**src/rtl/spram_arb_pkg.sv**
```systemverilog
// spram_arb_pkg: shared types and constants for the SPRAM Wishbone arbiter.
// Holds the FSM state encoding, the port indices and the default widths.
package spram_arb_pkg;

    localparam int ADDR_W = 13;
    localparam int DATA_W = 16;

    localparam logic PORT_J1  = 1'b0;
    localparam logic PORT_EXT = 1'b1;

    typedef enum logic [1:0] {
        S_IDLE   = 2'd0,
        S_ACCESS = 2'd1,
        S_RESP   = 2'd2
    } state_t;

endpackage

```
**src/rtl/rr_pick2.sv**
```systemverilog
// rr_pick2: combinational two-request round-robin picker.
// Ports: req[1:0], prio in; gnt_valid, gnt_idx out.
module rr_pick2
    import spram_arb_pkg::*;
(
    input  logic [1:0] req,
    input  logic       prio,
    output logic       gnt_valid,
    output logic       gnt_idx
);

    always_comb begin
        gnt_valid = |req;
        gnt_idx   = PORT_J1;
        unique case (1'b1)
            (req == 2'b11): gnt_idx = prio;
            (req == 2'b10): gnt_idx = PORT_EXT;
            default:        gnt_idx = PORT_J1;
        endcase
    end

endmodule

```
**src/rtl/spram_wb_arbiter.sv**
```systemverilog
// spram_wb_arbiter: shares one single-port RAM between two Wishbone
// classic masters (m0 = J1 data port, m1 = loader/DMA), round-robin.
// Ports: clock, reset_n (async, active low); m0_*/m1_* Wishbone slave
// ports (cyc, stb, we, adr, dat_i in; dat_o, ack out); ram_cen,
// ram_wren, ram_address, ram_data out; ram_q in (one cycle after cen).
// Option: define SPRAM_ARB_LOCK_EN to let a master hold the grant for
// back-to-back accesses while it keeps cyc and stb high.
module spram_wb_arbiter
    import spram_arb_pkg::*;
#(
    parameter int addr_width = ADDR_W,
    parameter int data_width = DATA_W
) (
    input  logic                  clock,
    input  logic                  reset_n,

    input  logic                  m0_cyc,
    input  logic                  m0_stb,
    input  logic                  m0_we,
    input  logic [addr_width-1:0] m0_adr,
    input  logic [data_width-1:0] m0_dat_i,
    output logic [data_width-1:0] m0_dat_o,
    output logic                  m0_ack,

    input  logic                  m1_cyc,
    input  logic                  m1_stb,
    input  logic                  m1_we,
    input  logic [addr_width-1:0] m1_adr,
    input  logic [data_width-1:0] m1_dat_i,
    output logic [data_width-1:0] m1_dat_o,
    output logic                  m1_ack,

    output logic                  ram_cen,
    output logic                  ram_wren,
    output logic [addr_width-1:0] ram_address,
    output logic [data_width-1:0] ram_data,
    input  logic [data_width-1:0] ram_q
);

    state_t                state;
    logic                  grant;
    logic                  prio;
    logic                  ack0_q;
    logic                  ack1_q;
    logic                  rd_q;
    logic [data_width-1:0] hold0;
    logic [data_width-1:0] hold1;

    logic [1:0]            req;
    logic                  pick_valid;
    logic                  pick_idx;

    logic                  g_cyc;
    logic                  g_we;
    logic [addr_width-1:0] g_adr;
    logic [data_width-1:0] g_dat;

    assign req = {m1_cyc & m1_stb, m0_cyc & m0_stb};

    rr_pick2 u_pick (
        .req       (req),
        .prio      (prio),
        .gnt_valid (pick_valid),
        .gnt_idx   (pick_idx)
    );

    assign g_cyc = grant ? m1_cyc   : m0_cyc;
    assign g_we  = grant ? m1_we    : m0_we;
    assign g_adr = grant ? m1_adr   : m0_adr;
    assign g_dat = grant ? m1_dat_i : m0_dat_i;

`ifdef SPRAM_ARB_LOCK_EN
    logic g_stb;
    assign g_stb = grant ? m1_stb : m0_stb;
`endif

    // The RAM only sees a live address/data while an access is issued;
    // outside ACCESS everything is forced to zero.
    assign ram_cen     = (state == S_ACCESS);
    assign ram_wren    = ram_cen & g_we;
    assign ram_address = ram_cen ? g_adr : '0;
    assign ram_data    = ram_cen ? g_dat : '0;

    assign m0_ack = ack0_q;
    assign m1_ack = ack1_q;

    // ram_q is the RAM's own output register and is valid exactly in the
    // ack cycle, so it is passed through then and held afterwards.
    assign m0_dat_o = (ack0_q && rd_q) ? ram_q : hold0;
    assign m1_dat_o = (ack1_q && rd_q) ? ram_q : hold1;

    always_ff @(posedge clock or negedge reset_n) begin
        if (!reset_n) begin
            state  <= S_IDLE;
            grant  <= PORT_J1;
            prio   <= PORT_J1;
            ack0_q <= 1'b0;
            ack1_q <= 1'b0;
            rd_q   <= 1'b0;
            hold0  <= '0;
            hold1  <= '0;
        end else begin
            ack0_q <= 1'b0;
            ack1_q <= 1'b0;
            unique case (state)
                S_IDLE: begin
                    if (pick_valid) begin
                        grant <= pick_idx;
                        state <= S_ACCESS;
                    end
                end
                S_ACCESS: begin
                    rd_q <= ~g_we;
                    // A master that dropped cyc gets no ack, but a
                    // write issued this cycle still lands.
                    if (g_cyc) begin
                        if (grant == PORT_EXT) ack1_q <= 1'b1;
                        else                   ack0_q <= 1'b1;
                    end
                    state <= S_RESP;
                end
                S_RESP: begin
                    if (ack0_q && rd_q) hold0 <= ram_q;
                    if (ack1_q && rd_q) hold1 <= ram_q;
`ifdef SPRAM_ARB_LOCK_EN
                    if (g_cyc && g_stb) begin
                        state <= S_ACCESS;
                    end else begin
                        state <= S_IDLE;
                        prio  <= ~grant;
                    end
`else
                    state <= S_IDLE;
                    prio  <= ~grant;
`endif
                end
                default: state <= S_IDLE;
            endcase
        end
    end

endmodule

```
**config.mk**
```make
export PLATFORM = sky130hd
export DESIGN_NAME = spram_wb_arbiter
export DESIGN_NICKNAME = d
export VERILOG_FILES = /design/src/rtl/spram_arb_pkg.sv /design/src/rtl/rr_pick2.sv /design/src/rtl/spram_wb_arbiter.sv
export SDC_FILE = /design/constraint.sdc
export NUM_CORES = 1
export LEC_CHECK = 0
export ABC_AREA = 1
export ABC_CLOCK_PERIOD_IN_PS = 1300
export CORE_MARGIN = 8
export CORE_UTILIZATION = 36
export CTS_BUF_LIST = sky130_fd_sc_hd__clkbuf_4
export CTS_CLUSTER_DIAMETER = 150
export DETAILED_ROUTE_END_ITERATION = 6
export GPL_ROUTABILITY_DRIVEN = 1
export GPL_TIMING_DRIVEN = 0
export PLACE_DENSITY = 0.78
export SYNTH_ARGS = -nofsm -noshare
export SYNTH_HDL_FRONTEND = slang
export SYNTH_SLANG_ARGS = --single-unit
```
**constraint.sdc**
```tcl
create_clock -name clock -period 1.3 [get_ports clock]
set_clock_uncertainty 0.1 [all_clocks]
set_input_delay 0.39 -clock clock [delete_from_list [all_inputs] [get_ports clock]]
set_output_delay 0.39 -clock clock [all_outputs]
set_load 0.005 [all_outputs]
```
# Word level (Yosys, flattened, before mapping)
# Index checks and enable logic that the tools add are counted.
[word_totals] ff_bits=39 out_inout_bits=65 elab_cells=40
[classes] n_eq_ne=5 n_mux=17 n_bitwise=5 reduce_logical=5
[op_table] operator="16-bit 2-to-1 mux" n=4
[op_table] operator="13-bit 2-to-1 mux" n=2
[op_table] operator="1-bit 2-to-1 mux" n=8
[op_table] operator="2-bit == test, second input constant" n=3
[op_table] operator="2-bit one-hot mux with 2 select lines" n=1
[op_table] operator="1-bit AND" n=3
[op_table] operator="2-bit by 1-bit == test with 1-bit output, second input constant" n=1
[op_table] operator="1-bit logical AND" n=2
[op_table] operator="2-bit zero test" n=1
[op_table] operator="2-bit 2-to-1 mux" n=1
[op_table] operator="2-bit inequality test, second input constant" n=1
[op_table] operator="1-bit inverter" n=2
[op_table] operator="1-bit one-hot mux with 2 select lines" n=1
[op_table] operator="2-bit AND reduction" n=1
[op_table] operator="2-bit OR reduction" n=1

# Depth between registers and ports, before layout
[depth] ltp_word=4 depth_mapped=6 depth_no_buf=5

# Cells and area by module
# Synthesis repeated with hierarchy kept, for this count alone.
[hier_totals] cells_unflattened=432 hier_area_um2=2787.7
[by_module_without_submodules] module="spram_wb_arbiter" n_inst=1 cells_each=427 area_each_um2=2765.2 seq_area_each_um2=975.9
[by_module_without_submodules] module="rr_pick2" n_inst=1 cells_each=5 area_each_um2=22.5 seq_area_each_um2=0.0

# Worst setup path before layout
# OpenSTA, ideal clock, no wires.
[synth_timing] path_type="reg2out" from="reg ack0_q (netlist: m0_ack)" to="out m0_dat_o[10]" arrival_time_ns=1.005 path_slack_ns=-0.195 path_stages_with_launch=6 path_buffers=2 path_cell_list="dfrtp_1 buf_2 nand2_2 buf_4 nand2_1 and2_1"
[synth_via] elab_chain_len=2
[synth_rtl] element="start, declared" line_no="spram_wb_arbiter.sv:43" rtl="logic ack0_q;"
[synth_rtl] element="start signal, assigned" line_no="spram_wb_arbiter.sv:97" rtl="ack0_q <= 1'b0;"
[synth_rtl] element="start signal, assigned" line_no="spram_wb_arbiter.sv:103" rtl="ack0_q <= 1'b0;"
[synth_rtl] element="start signal, assigned" line_no="spram_wb_arbiter.sv:118" rtl="else ack0_q <= 1'b1;"
[synth_rtl] element="1-bit logical AND" line_no="spram_wb_arbiter.sv:89" rtl="assign m0_dat_o = (ack0_q && rd_q) ? ram_q : hold0;"
[synth_rtl] element="16-bit 2-to-1 mux"
[synth_rtl] element="end, declared" line_no="spram_wb_arbiter.sv:22" rtl="output logic [data_width-1:0] m0_dat_o,"
# Every way passes these cells.

# Final worst setup path
[layout_timing] from="reg rd_q" to="out m1_dat_o[13]"
[layout_via] elab_chain_len=2
[layout_rtl] element="start, declared" line_no="spram_wb_arbiter.sv:45" rtl="logic rd_q;"
[layout_rtl] element="start signal, assigned" line_no="spram_wb_arbiter.sv:113" rtl="rd_q <= ~g_we;"
[layout_rtl] element="1-bit logical AND" line_no="spram_wb_arbiter.sv:90" rtl="assign m1_dat_o = (ack1_q && rd_q) ? ram_q : hold1;"
[layout_rtl] element="16-bit 2-to-1 mux"
[layout_rtl] element="end, declared" line_no="spram_wb_arbiter.sv:30" rtl="output logic [data_width-1:0] m1_dat_o,"
# Every way passes these cells.

==> results.py <==
metrics = {
    "timing": {
        "grt_setup_unrepaired": "true",
        "drv_slew": 0,
        "fin_setup_tns_ns": -43.56,
        "setup_viol": 75,
        "worst_slack_ns": -0.749,
        "worst_slew_pin_slew_ns": 0.891,
        "maxSlewHeadroom_pct": 40.6,
        "hold_viol": 0,
        "fmax_mhz": 488,
        "min_period_ns": 2.05,
        "finalCritPeriodShare_pct": 158,
    },
    "pwr": {
        "p_per_area_nw_per_um2": 1590,
        "p_leak_nw": 2.75,
        "irDropWorstVdd_mv": 0.665,
    },
    "layout": {
        "stdcell_count": 721,
        "nets": 703,
        "n_antenna_cell": 0,
        "final_area_um2": 5580,
        "area_delta_synth_final_pct": 108,
        "n_fill_cell": 473,
        "drive_gt1_share_pct": 43.7,
    },
    "run_status": {
        "violations": "setup timing",
        "status": "finished, violations left",
    },
    "setup_path": {
        "reg2regPathDepth": 7,
        "critical_path_class": "reg2out",
        "r2r_start": "rd_q$_DFFE_PN0P_",
        "cp_max_fo": 8,
        "rrSetupSlack_ns": -0.12,
        "worst_ep_required_time_ns": 0.81,
        "crit_path_start_kind": "register",
        "reg2reg_to": "hold1[14]$_DFFE_PN0N_",
        "worstPathArrival_ns": 1.56,
        "worstSetupEndpointType": "output pin",
    },
    "clocking": {
        "clock_path_buffers": 2,
        "clk_latency_ns": 0.34,
        "root_buffer": "clkbuf_4",
        "cts_hold_buf": 0,
        "clkSinkCount": 39,
        "cts_made_buffers": 5,
        "cts_tree": "done",
        "ctsHtreeMaxLevel": 2,
        "clkTransAtPathRegs_ns": 0.14,
    },
    "synth": {
        "yosysTopAreaCell": "dfrtp_1",
        "synthCells": 426,
        "ys_warn_count": 0,
        "synth_commonest_cells": "nand2_1, nand3_1, inv_1, dfrtp_1, and2_1",
        "yosys_most_used_dff": "dfrtp_1",
        "synth_area_leaders": "dfrtp_1, nand2_1, nand3_1",
        "post-synth-top-count-cell": "nand2_1",
        "synth-edff-count": 0,
        "synthArstFlopShare_pct": 100,
        "ys_ff_latch": 39,
        "synth_area_um2": 2690,
        "synth_top_area_share_pct": 36.3,
        "synth_cell_types": 14,
        "syn-num-nets": 508,
        "avgSynthCellArea_um2": 6.30,
        "ys_seq_area_share_pct": 36.3,
    },
    "die": {
        "dieArea_um2": 10500,
        "row_count": 31,
        "start_util_pct": 37.0,
        "die_w_um": 102,
        "die_y_um": 102,
        "ios": 147,
        "core_um2": 7250,
    },
    "route": {
        "routed_wl_um": 12500,
        "num_vias": 3648,
        "route.detailed.drc": 0,
        "drtPass1Iterations": 7,
        "drtIter0Drc": 175,
        "avgRoutedWirePerCell_um": 17.4,
        "via_per_inst": 5.06,
        "ant_nets": 0,
    },
    "global_route": {
        "antenna_found_initial": 0,
        "grt_max_degree": 40,
        "track_usage_pct": 21.0,
        "grt_pass1_wl_um": 17600,
        "grt_pass1_vias": 3620,
        "grt-ovfl-total": 0,
    },
    "placement": {
        "pre_cts_ws_ns": -0.861,
        "io_buffers": 146,
        "hpwlAfterDp_um": 7590,
        "gp_congestion": 0.797,
        "place_area_um2": 4490,
        "dp_cells": 671,
    },
    "run": {
        "cap_violations": 0,
    },
    "hold_path": {
        "hold_path_class": "in2async",
    },
}
## where the power goes
part	switching, mW	leakage (nW)	internal, mW
clock network	0.416	0.0307	0.222
logic	2.85	2.20	3.39
registers	0.314	0.515	1.69
## layer usage
layer  part of all wire (%)  global-route usage, %  routed length [um]
met1                     34                   22.1                4320
met3                     11                   8.65                1390
met4                    2.2                   4.97                 277
met5                      0                      0                   0
met2                     52                   38.0                6530
## through the flow
| step | util [%] | power, mW | hold WS (ns) |
|---|---|---|---|
| after floorplan | - | 4.16 | -0.00559 |
| after global placement | 62.0 | 5.99 | 0.361 |
| after detailed placement | 62.0 | 6.11 | 0.367 |
| after CTS | 69.9 | 7.76 | 0.0585 |
| after global routing | 76.9 | 9.44 | 0.0977 |
| final | 76.9 | 8.88 | 0.0307 |
## registers in the layout (all words and copies together), names as in the netlist
register	flops
hold1	16
m1_ack	1
rd_q	1
m0_ack	1
grant	1
state	2
hold0	16
prio	1
## cell families (layout without fill, tap and decap cells)
group,Yosys count,in the layout,share of synthesized area (%)
buffers and inverters,82,278,13.1
AO/OA/AOI/OAI,31,31,5.78
flip-flops,39,39,36.3
AND/OR/NAND/NOR,274,274,44.7
## cell usage in the layout (no fill, tap or decap)
cell,count
o21ai_1,1
buf_6,48
clkinv_4,1
nor2_1,4
clkbuf_4,7
nand2_4,16
buf_16,3
nand3_4,8
dfrtp_1,38
and2_1,4
inv_1,52
clkinv_8,2
nand2_2,17
o21ai_0,1
buf_4,21
buf_2,38
a21oi_2,27
inv_2,1
nand3_1,34
dfrtp_2,1
and2_4,28
nand2_1,134
nand3_2,24
a21oi_4,2
nor2_4,2
clkinv_1,2
nand2_8,3
buf_12,8
buf_8,12
clkdlybuf4s50_1,80
clkbuf_16,3
## critical path, cell delays in order, from the launching register on
cell and delay (ns):
dfrtp_2 0.46, buf_12 0.17, nand2_8 0.11, buf_8 0.16, nand2_4 0.06, and2_4 0.14
buf_6 0.11
## worst max path at each step
stage | from | to | slack (ns) | cells after the start
floorplan | m0_ack$_DFF_PN0_ | m0_dat_o[10] | -0.10 | 5
global placement | reset_n | hold0[8]$_DFFE_PN0N_ | -1.20 | 1
detailed placement | m1_we | ram_wren | -0.86 | 6
CTS | rd_q$_DFFE_PN0P_ | m1_dat_o[12] | -0.75 | 7
global route | rd_q$_DFFE_PN0P_ | m1_dat_o[13] | -0.80 | 6
finish | rd_q$_DFFE_PN0P_ | m1_dat_o[13] | -0.75 | 6
## what timing repair did
| item | 4_1_cts | 5_1_grt |
|---|---|---|
| pin swaps | 31 | 33 |
| cloned | 7 | 3 |
| setup endpoints to repair | 65 | 95 |
| setup buffers | 27 | 10 |
| resized for setup | 353 | 128 |
## layout make-up
class / count / area (um^2) / share of cell area [%]
Tap cell: 99 / 124 / 2.22
Clock buffer: 6 / 45.0 / 0.808
Timing Repair Buffer: 189 / 1860 / 33.3
Multi-Input combinational cell: 305 / 1990 / 35.6
Buffer: 25 / 339 / 6.08
Sequential cell: 39 / 977 / 17.5
Inverter: 56 / 240 / 4.31
Clock inverter: 2 / 7.51 / 0.135
No activity file was read; power rests on OpenSTA's default activity.
